File: src/rtl/at_reduce_pipe_pkg.sv
// Shared types and elaboration-time helpers for the AT reduction pipe.
// Contents:
//   at_mode_e    - reduction operator carried with every beat
//   AT_TAG_*     - layout of the per-beat side tag (frame-first / frame-last)
//   clog2        - ceiling log2 used to size the tree depth
//   lvl_width    - lane width at the output of tree level k
//   lvl_out_off  - bit offset of level k's output inside the packed tree bus
package at_pkg;

  typedef enum logic [1:0] {
    AT_SUM = 2'd0,
    AT_MAX = 2'd1,
    AT_MIN = 2'd2,
    AT_RSV = 2'd3
  } at_mode_e;

  localparam int AT_TAG_W     = 32'd2;
  localparam int AT_TAG_LAST  = 32'd0;
  localparam int AT_TAG_FIRST = 32'd1;

  function automatic int clog2(input int value);
    int r;
    r = 32'd0;
    for (int i = 32'd0; i < 32'd31; i++) begin
      if ((32'd1 << i) < value) begin
        r = i + 32'd1;
      end
    end
    return r;
  endfunction

  // Level k combines lanes of width dw+k into lanes one bit wider.
  function automatic int lvl_width(input int dw, input int k);
    return dw + k + 32'd1;
  endfunction

  // Levels are packed back to back, level 0 output at the bottom.
  function automatic int lvl_out_off(input int lanes, input int dw, input int k);
    int off;
    off = 32'd0;
    for (int j = 32'd0; j < k; j++) begin
      off = off + (lanes >> (j + 32'd1)) * lvl_width(dw, j);
    end
    return off;
  endfunction

endpackage

File: src/rtl/at_reduce_pipe_tree.sv
// One registered level of the reduction tree.
// Combines N lanes of IW bits pairwise into N/2 lanes of IW+1 bits (SUM keeps the
// carry, MAX/MIN results are zero-extended). Valid, mode and the frame tag travel
// alongside the data. All registers hold while en is low.
// Ports:
//   clk, rst            clock, synchronous active-high reset
//   en                  pipe advance enable (low = stall)
//   din_valid/mode/tag  beat qualifiers entering the level
//   din                 N packed lanes of IW bits
//   dout_valid/mode/tag registered qualifiers
//   dout                N/2 packed lanes of IW+1 bits
module at_tree_level
  import at_pkg::*;
#(
  parameter int N  = 16,
  parameter int IW = 8
) (
  input  logic                      clk,
  input  logic                      rst,
  input  logic                      en,
  input  logic                      din_valid,
  input  at_mode_e                  din_mode,
  input  logic [AT_TAG_W-1:0]       din_tag,
  input  logic [N*IW-1:0]           din,
  output logic                      dout_valid,
  output at_mode_e                  dout_mode,
  output logic [AT_TAG_W-1:0]       dout_tag,
  output logic [(N/2)*(IW+1)-1:0]   dout
);

  localparam int OWL = IW + 32'd1;
  localparam int NO  = N / 32'd2;

  logic [NO*OWL-1:0] comb_s;
  logic [IW-1:0]     a_s;
  logic [IW-1:0]     b_s;

  // Pairwise combine of neighbouring lanes according to the beat's operator
  always_comb begin
    comb_s = '0;
    a_s    = '0;
    b_s    = '0;
    for (int j = 32'd0; j < NO; j++) begin
      a_s = din[(32'd2*j)*IW +: IW];
      b_s = din[(32'd2*j+32'd1)*IW +: IW];
      case (din_mode)
        AT_MAX:  comb_s[j*OWL +: OWL] = (a_s > b_s) ? {1'b0, a_s} : {1'b0, b_s};
        AT_MIN:  comb_s[j*OWL +: OWL] = (a_s < b_s) ? {1'b0, a_s} : {1'b0, b_s};
        default: comb_s[j*OWL +: OWL] = {1'b0, a_s} + {1'b0, b_s};
      endcase
    end
  end

  // Level register; holds everything during a stall
  always_ff @(posedge clk) begin
    if (rst) begin
      dout_valid <= 1'b0;
      dout_mode  <= AT_SUM;
      dout_tag   <= '0;
      dout       <= '0;
    end else if (en) begin
      dout_valid <= din_valid;
      dout_mode  <= din_mode;
      dout_tag   <= din_tag;
      dout       <= comb_s;
    end
  end

endmodule

File: src/rtl/at_reduce_pipe.sv
// Pipelined AT reduction core: reduces LANES lanes of DW bits per beat with
// SUM/MAX/MIN through a clog2(LANES)-deep registered tree, then accumulates the
// per-beat results over a frame and presents one result per frame.
// Ports:
//   clk, rst             clock, synchronous active-high reset
//   in_valid/in_ready    input handshake (in_ready = no held, unconsumed result)
//   A                    packed lanes, lane i = A[i*DW +: DW]
//   in_last              beat closes the frame
//   in_mode              operator, sampled on the first beat of a frame only
//   out_valid/out_ready  result handshake
//   out_data             frame result (SUM saturates at 2^OW-1)
//   out_sat              SUM result was clipped somewhere in the frame
module at_reduce_pipe
  import at_pkg::*;
#(
  parameter int LANES = 16,
  parameter int DW    = 8,
  parameter int OW    = 16
) (
  input  logic                 clk,
  input  logic                 rst,
  input  logic                 in_valid,
  output logic                 in_ready,
  input  logic [LANES*DW-1:0]  A,
  input  logic                 in_last,
  input  logic [1:0]           in_mode,
  output logic                 out_valid,
  input  logic                 out_ready,
  output logic [OW-1:0]        out_data,
  output logic                 out_sat
);

  localparam int LVL   = clog2(LANES);
  localparam int RW    = DW + LVL;
  localparam int BUS_W = lvl_out_off(LANES, DW, LVL);

  typedef enum logic {ST_IDLE = 1'b0, ST_IN_FRAME = 1'b1} frame_state_e;

  frame_state_e          state_r;
  frame_state_e          state_next_s;
  at_mode_e              frame_mode_r;
  logic                  accept_s;
  logic                  first_s;
  at_mode_e              beat_mode_s;

  logic [BUS_W-1:0]      tree_bus_s;
  logic                  stage_valid_s [LVL+1];
  at_mode_e              stage_mode_s  [LVL+1];
  logic [AT_TAG_W-1:0]   stage_tag_s   [LVL+1];

  logic [RW-1:0]         tree_res_s;
  logic                  t_valid_s;
  logic                  t_first_s;
  logic                  t_last_s;
  at_mode_e              t_mode_s;

  logic [OW-1:0]         acc_r;
  logic                  sat_r;
  logic [OW-1:0]         r_ext_s;
  logic [OW:0]           sum_s;
  logic [OW-1:0]         comb_s;
  logic                  clip_s;
  logic                  sat_next_s;

  // A result the consumer has not taken freezes the whole pipe.
  assign in_ready = ~(out_valid & ~out_ready);
  assign accept_s = in_valid & in_ready;
  assign first_s  = (state_r == ST_IDLE);

  // Later beats inherit the operator latched on the frame's first beat.
  assign beat_mode_s      = first_s ? at_mode_e'(in_mode) : frame_mode_r;
  assign stage_valid_s[0] = accept_s;
  assign stage_mode_s[0]  = beat_mode_s;
  assign stage_tag_s[0]   = {first_s, in_last};

  // Frame FSM next-state: any accepted beat decides whether a frame stays open
  always_comb begin
    state_next_s = state_r;
    if (accept_s) begin
      if (in_last) begin
        state_next_s = ST_IDLE;
      end else begin
        state_next_s = ST_IN_FRAME;
      end
    end else begin
      state_next_s = state_r;
    end
  end

  // Frame FSM state and latched frame operator
  always_ff @(posedge clk) begin
    if (rst) begin
      state_r      <= ST_IDLE;
      frame_mode_r <= AT_SUM;
    end else begin
      state_r <= state_next_s;
      if (accept_s && first_s) begin
        frame_mode_r <= beat_mode_s;
      end
    end
  end

  for (genvar k = 0; k < LVL; k++) begin : g_lvl
    localparam int NK  = LANES >> k;
    localparam int IWK = DW + k;
    logic [NK*IWK-1:0] din_s;

    if (k == 0) begin : g_src
      assign din_s = A;
    end else begin : g_src
      assign din_s = tree_bus_s[lvl_out_off(LANES, DW, k - 1) +: NK*IWK];
    end

    at_tree_level #(
      .N  (NK),
      .IW (IWK)
    ) u_level (
      .clk        (clk),
      .rst        (rst),
      .en         (in_ready),
      .din_valid  (stage_valid_s[k]),
      .din_mode   (stage_mode_s[k]),
      .din_tag    (stage_tag_s[k]),
      .din        (din_s),
      .dout_valid (stage_valid_s[k+1]),
      .dout_mode  (stage_mode_s[k+1]),
      .dout_tag   (stage_tag_s[k+1]),
      .dout       (tree_bus_s[lvl_out_off(LANES, DW, k) +: (NK/2)*(IWK+1)])
    );
  end

  // The final level is a single lane sitting at the top of the bus.
  assign tree_res_s = tree_bus_s[BUS_W-1 -: RW];
  assign t_valid_s  = stage_valid_s[LVL];
  assign t_mode_s   = stage_mode_s[LVL];
  assign t_first_s  = stage_tag_s[LVL][AT_TAG_FIRST];
  assign t_last_s   = stage_tag_s[LVL][AT_TAG_LAST];

  // Accumulator combine: first beat loads, later beats fold in with clipping SUM
  always_comb begin
    r_ext_s    = OW'(tree_res_s);
    sum_s      = {1'b0, acc_r} + {1'b0, r_ext_s};
    comb_s     = r_ext_s;
    clip_s     = 1'b0;
    if (t_first_s) begin
      comb_s = r_ext_s;
      clip_s = 1'b0;
    end else begin
      case (t_mode_s)
        AT_MAX: begin
          comb_s = (acc_r > r_ext_s) ? acc_r : r_ext_s;
          clip_s = 1'b0;
        end
        AT_MIN: begin
          comb_s = (acc_r < r_ext_s) ? acc_r : r_ext_s;
          clip_s = 1'b0;
        end
        default: begin
          if (sum_s[OW]) begin
            comb_s = '1;
            clip_s = 1'b1;
          end else begin
            comb_s = sum_s[OW-1:0];
            clip_s = 1'b0;
          end
        end
      endcase
    end
    sat_next_s = (~t_first_s & sat_r) | clip_s;
  end

  // Accumulator and output register; a closing beat publishes and clears the accumulator
  always_ff @(posedge clk) begin
    if (rst) begin
      acc_r     <= '0;
      sat_r     <= 1'b0;
      out_valid <= 1'b0;
      out_data  <= '0;
      out_sat   <= 1'b0;
    end else if (in_ready) begin
      if (t_valid_s && t_last_s) begin
        out_data  <= comb_s;
        out_sat   <= sat_next_s;
        out_valid <= 1'b1;
        acc_r     <= '0;
        sat_r     <= 1'b0;
      end else if (t_valid_s) begin
        acc_r     <= comb_s;
        sat_r     <= sat_next_s;
        out_valid <= 1'b0;
      end else begin
        out_valid <= 1'b0;
      end
    end
  end

endmodule

File: config.mk
export PLATFORM = sky130hd
export DESIGN_NAME = at_reduce_pipe
export DESIGN_NICKNAME = d
export VERILOG_FILES = /design/src/rtl/at_reduce_pipe_pkg.sv /design/src/rtl/at_reduce_pipe_tree.sv /design/src/rtl/at_reduce_pipe.sv
export SDC_FILE = /design/constraint.sdc
export NUM_CORES = 1
export LEC_CHECK = 0
export CAP_MARGIN = 10
export CORE_UTILIZATION = 61
export DETAILED_ROUTE_END_ITERATION = 10
export PLACE_DENSITY = 0.87
export SLEW_MARGIN = 20
export SYNTH_ARGS = -nofsm -noshare
export SYNTH_HDL_FRONTEND = slang
export SYNTH_SLANG_ARGS = --single-unit
File: constraint.sdc
create_clock -name clk -period 3.3 [get_ports clk]
set_input_delay 0.495 -clock clk [delete_from_list [all_inputs] [get_ports clk]]
set_output_delay 0.495 -clock clk [all_outputs]
set_load 0.02 [all_outputs]
Yosys cells after proc, flatten, opt, wreduce, memory -nomap -nowiden
Cells that the tools add are included.
- bits in registers: 204
- logic and storage cells: 155
- output and inout bits: 19
- input port bits: 135
- multiplexer cells: 60
- $lt $le $gt $ge: 32
- equality and inequality tests: 10
- add/subtract/negate cells: 16
- bitwise gates (word level): 8
- reductions and logical operators: 6
- operators by type and width (kind ; number):
    9-bit case mux with 2 select lines ; 8
    8-bit 2-to-1 mux ; 16
    16-bit 2-to-1 mux ; 6
    10-bit case mux with 2 select lines ; 4
    8-bit by 8-bit adder with 9-bit output ; 8
    9-bit 2-to-1 mux ; 8
    8-bit > comparator ; 8
    8-bit < comparator ; 8
    11-bit case mux with 2 select lines ; 2
    9-bit by 9-bit adder with 10-bit output ; 4
    10-bit 2-to-1 mux ; 4
    9-bit > comparator ; 4
    9-bit < comparator ; 4
    16-bit case mux with 2 select lines ; 1
    12-bit case mux with 2 select lines ; 1
    10-bit by 10-bit adder with 11-bit output ; 2
    11-bit 2-to-1 mux ; 2
    10-bit > comparator ; 2
    10-bit < comparator ; 2
    16-bit by 12-bit adder with 17-bit output ; 1
    16-bit by 12-bit > comparator with 1-bit output ; 1
    16-bit by 12-bit < comparator with 1-bit output ; 1
    11-bit by 11-bit adder with 12-bit output ; 1
    11-bit > comparator ; 1
    other kinds (12) ; 33

Logic depth before layout (Yosys ltp)
- depth after elaboration: 7
- depth in mapped cells: 13
- depth with buffers taken out: 12

Cells and area by module
A second synthesis with hierarchy kept.
- cells, all modules: 2690
- area total of the unflattened synthesis: 22033.6 µm²
- modules (own cells, without submodules) (module ; cells each ; times used ; sequential area each (µm²) ; area an instance (µm²)):
    at_tree_level (g_lvl[0].u_level) ; 999 ; 1 ; 1541.5 ; 8599.5
    at_tree_level (g_lvl[1].u_level) ; 694 ; 1 ; 900.9 ; 5393.9
    at_tree_level (g_lvl[2].u_level) ; 394 ; 1 ; 540.5 ; 3195.6
    at_reduce_pipe ; 381 ; 1 ; 760.7 ; 2990.4
    at_tree_level (g_lvl[3].u_level) ; 222 ; 1 ; 340.3 ; 1854.3

Worst setup path after synthesis
No wires, ideal clock.
- path type: input-to-reg
- start point: input A[41]
- end point: register g_lvl[0].u_level.dout[25]
- stages: 12
- arrival: 2.734 ns
- buffers on the path: 1
- data required time: 3.183 ns
- path slack: 0.449 ns
- setup time: 0.117 ns
- cells stage by stage: inv_1 -> ha_1 -> nor2b_1 -> o21ai_0 -> a21oi_1 -> nor2_1 -> o21ai_0 -> o21a_1 -> clkbuf_1 -> mux2_2 -> a221o_1 -> a32o_1
- longest elaborated chain between the ends: 3
- elaborated cells on any way between the ends: 6
- those cells by class: add/sub: 1; order compare: 2; mux: 3
- RTL lines (what ; RTL line ; source):
    from (decl) ; at_reduce_pipe.sv:24 ; input logic [LANES*DW-1:0] A,
    8-bit < comparator or 8-bit > comparator (tied branches) ; at_reduce_pipe_tree.sv:48, at_reduce_pipe_tree.sv:47 ;
    8-bit 2-to-1 mux, on equally long branches ; at_reduce_pipe_tree.sv:48, at_reduce_pipe_tree.sv:47 ;
    9-bit case mux with 2 select lines (*) ; at_reduce_pipe_tree.sv:46 ; case (din_mode)
    to (signal assigned) ; at_reduce_pipe_tree.sv:65 ; dout <= comb_s;
    to (decl) ; at_reduce_pipe_tree.sv:28 ; output logic [(N/2)*(IW+1)-1:0] dout
Mark *: on every way between the ends. The rest lies on a longest branch, timed or not.
A chain may end at the register's enable or synchronous reset.

Worst setup path after layout
- start point: register g_lvl[3].u_level.dout[5]
- end point: register out_data[15]
- longest elaborated chain between the ends: 4
- elaborated cells on any way between the ends: 8
- those cells by class: add/sub: 1; order compare: 2; mux: 5
- RTL lines (what ; RTL line ; source):
    from (decl) ; at_reduce_pipe_tree.sv:28 ;
    from (signal assigned) ; at_reduce_pipe_tree.sv:65 ;
    16-bit by 12-bit adder with 17-bit output, or another cell as far along ; at_reduce_pipe.sv:142 ; sum_s = {1'b0, acc_r} + {1'b0, r_ext_s};
    16-bit 2-to-1 mux, on equally long branches ; at_reduce_pipe.sv:159, at_reduce_pipe.sv:151, at_reduce_pipe.sv:155 ;
    16-bit case mux with 2 select lines (*) ; at_reduce_pipe.sv:149 ; case (t_mode_s)
    16-bit 2-to-1 mux (*) ; at_reduce_pipe.sv:145 ; if (t_first_s) begin
    to (signal assigned) ; at_reduce_pipe.sv:182 ; out_data <= comb_s;
    to (decl) ; at_reduce_pipe.sv:29 ; output logic [OW-1:0] out_data,
Marked as above.

==> results.json <==
{
  "drc": 0,
  "holdBufCountCts": 0,
  "status": "completed",
  "cts_sinks": 204,
  "cp-end-kind": "flip-flop",
  "maxCapViolCount": 0,
  "wl_per_cell_microns": 20.0,
  "h-tree-depth": 1,
  "finalSetupViolations": 0,
  "clk_latency_ps": 520,
  "die_area_sq_um": 34700,
  "vdd_drop_max_uv": 338,
  "hold_violations": 0,
  "place.gp.congestion": 0.986,
  "chipHeight_microns": 186,
  "worst_pin_slew_ps": 1140,
  "place.detailed.hpwl_microns": 49500,
  "ys.warnings.count": 0,
  "cts_made_buffers": 23,
  "drt-total-wl_microns": 65500,
  "synth_top_flop_cell": "dfxtp_1",
  "fin_skew_ps": 13.5,
  "grt-ovfl-total": 0,
  "synth_simple_gate_area_share_pct": 13.7,
  "clk_path_buf_depth": 3,
  "critPathLaunchType": "flip-flop",
  "port_buffers": 153,
  "clk_pin_slew_ps": 60,
  "cts_tree": "yes",
  "synth_top_family_by_area": "compound AO/OA/AOI/OAI gates",
  "antenna_found_initial": 0,
  "critPathKind": "flip-flop to flip-flop",
  "async_reset_ff_share_pct": 0,
  "antenna_left": 0,
  "maxSlewViolCount": 0,
  "vias_per_cell": 6.47,
  "fill_cells": 2645,
  "synthToLayoutAreaGrowth_pct": 15.7,
  "syn_avg_cell_area_sq_um": 7.81,
  "via_count": 21208,
  "n_antenna_cell": 0,
  "placed_area_sq_um": 23200,
  "nets": 3264,
  "rsz0062_at_grt": "no",
  "setup_ws_ps": 123,
  "post-route-min-period_ps": 3180,
  "start_util_pct": 61.9,
  "core_region_area_sq_um": 33400,
  "synth-adder-area-share_pct": 19.4,
  "finish.utilization_pct": 71.6,
  "syn_nets": 3096,
  "netlist_instances": 2649,
  "cts_resized": 0,
  "synth_cell_types": 80,
  "p_leak_nw": 10.3,
  "synth.area.mux_share_pct": 7.10,
  "rows": 67,
  "powerDensity_nw_per_um2": 458,
  "first_pass_iters": 5,
  "synth_edf_count": 0,
  "synth_area_sq_um": 20700,
  "grt_pass1_wl_microns": 103000,
  "pre_cts_ws_ps": -24.1,
  "fmax_mhz": 315,
  "track_usage_pct": 37.1,
  "required_ps": 3740,
  "crit_arrival_ps": 3620,
  "yosysSeqAreaShare_pct": 19.7,
  "layout-drive-gt1-share_pct": 11.1,
  "grt_pass1_vias": 20171,
  "maxSlewHeadroom_pct": 23.7,
  "hold_class": "flip-flop to flip-flop",
  "synth_xor_area_share_pct": 4.53,
  "fin_area_sq_um": 23900,
  "worst-path-max-fanout": 10,
  "grt_max_degree": 107,
  "drtIter0Drc": 1876,
  "die_w_microns": 186,
  "ys_seq_elements": 204,
  "io_pins": 154,
  "synth_compound_area_share_pct": 27.4,
  "final.setup.tns_ps": 0,
  "fin_crit_sh_pct": 96.3,
  "root_buffer": "clkbuf_16",
  "cts_setup_buffers": 0
}
## kinds of logic (layout without fill, tap and decap cells)
| group | after synthesis | in the layout |
|---|---|---|
| AOI/OAI and AO/OA | 855 | 855 |
| xor gates and xnor gates | 107 | 107 |
| adders and majority gates | 312 | 312 |
| buffers and inverters | 428 | 611 |
| DFF | 204 | 204 |
| muxes | 132 | 132 |
| and+or+nand+nor | 611 | 611 |
## path summary, 6_finish.rpt
check	from	depth (start not counted)	slack, ps	to
max	g_lvl[3].u_level.dout[5]	11	120	out_data[15]
min	g_lvl[1].u_level.dout_tag[1]	2	450	g_lvl[1].u_level.dout_tag[1]
max reg2reg	g_lvl[3].u_level.dout[5]	11	120	out_data[15]
min reg2reg	g_lvl[1].u_level.dout_tag[1]	2	450	g_lvl[1].u_level.dout_tag[1]
## routing by layer
layer	wire, microns	vias to the layer above	share of wire [%]	track usage [%]
li1	-	9905	-	-
met1	26900	9996	41	47.2
met2	29700	1106	45	61.8
met3	5510	201	8.4	4.56
met4	3430	0	5.2	18.8
met5	0	-	0	0
## sequential cells by signal (all words and copies together) (netlist names)
| name | flops |
|---|---|
| out_sat | 1 |
| g_lvl.u_level.dout | 146 |
| g_lvl.u_level.dout_tag | 8 |
| frame_mode_r | 2 |
| sat_r | 1 |
| g_lvl.u_level.dout_mode | 8 |
| g_lvl.u_level.dout_valid | 4 |
| acc_r | 16 |
| out_data | 16 |
| out_valid | 1 |
| state_r | 1 |
## stage by stage
stage	hold WS [ps]	power [W]	std cells
finish	453	0.0110	3280
global route	480	0.0116	3280
CTS	455	0.0108	3280
detailed placement	448	0.00832	3240
global placement	439	0.00818	3240
floorplan	429	0.00663	2649
## power by group
part           switching [W]  internal, W  total [W]  leakage (nW)
registers           0.000434      0.00277    0.00321          1.68
logic                0.00298      0.00227    0.00525          8.29
clock network        0.00107      0.00143    0.00250         0.362
## area by class of cell
type | instances | area [sq um] | area share [%]
Timing Repair Buffer | 282 | 2530 | 10.6
Multi-Input combinational cell | 2017 | 15000 | 62.5
Inverter | 289 | 1090 | 4.54
Sequential cell | 204 | 4080 | 17.1
Clock buffer | 34 | 687 | 2.87
Tap cell | 448 | 561 | 2.34
Clock inverter | 6 | 30.0 | 0.125
## layout by cell type, fill, tap and decap left out, types with 27 or more instances in the layout
cell | synthesis | final
xnor2_1 | 72 | 72
o21bai_1 | 73 | 73
nand4_1 | 27 | 27
nor3_1 | 107 | 107
xor2_1 | 35 | 35
a21oi_1 | 253 | 253
o22ai_1 | 45 | 45
a22oi_1 | 31 | 31
a221oi_1 | 107 | 107
o21ai_0 | 162 | 162
mux2_2 | 118 | 118
nand3_1 | 40 | 40
buf_4 | 2 | 127
nand2_1 | 198 | 198
nor2_1 | 137 | 135
nor2b_1 | 37 | 36
ha_1 | 296 | 294
clkdlybuf4s50_1 | 0 | 152
inv_1 | 285 | 284
dfxtp_1 | 204 | 204
## worst max-delay path: stages, from the launching register on
cell	delay, ps
dfxtp_1	500
inv_1	100
ha_1	370
a21oi_1	80
or3_1	390
and3_1	190
a221oi_2	280
a21o_4	260
nor2_1	100
or3_1	370
or3_1	330
a21oi_1	140
## Yosys cell counts (all sizes together) (5+ instances only)
master | count | area [sq um]
ha | 296 | 3700
inv | 288 | 1080
a21oi | 253 | 1270
dfxtp | 204 | 4080
nand2 | 199 | 749
o21ai | 168 | 841
nor2 | 138 | 521
clkbuf | 126 | 523
mux2 | 119 | 1340
a221oi | 109 | 967
nor3 | 107 | 536
o21bai | 73 | 548
xnor2 | 72 | 631
o22ai | 45 | 282
nand3 | 40 | 200
nor2b | 38 | 240
xor2 | 35 | 307
a22oi | 31 | 233
nand4 | 27 | 169
a221o | 16 | 160
fa | 16 | 320
nand2b | 15 | 93.8
o221ai | 14 | 123
o31ai | 14 | 110
a2111oi | 13 | 120
a22o | 13 | 114
buf | 13 | 65.1
mux2i | 13 | 130
a32oi | 12 | 105
o21a | 12 | 90.1
a21o | 11 | 90.1
a31oi | 11 | 68.8
a211oi | 10 | 75.1
and2 | 10 | 63.8
and3 | 8 | 50.1
nor4 | 8 | 50.1
a32o | 7 | 70.1
or4 | 6 | 45.0
o211ai | 5 | 37.5
o221a | 5 | 56.3
o31a | 5 | 43.8
or3 | 5 | 31.3
Power figures use the tool's default switching activity.
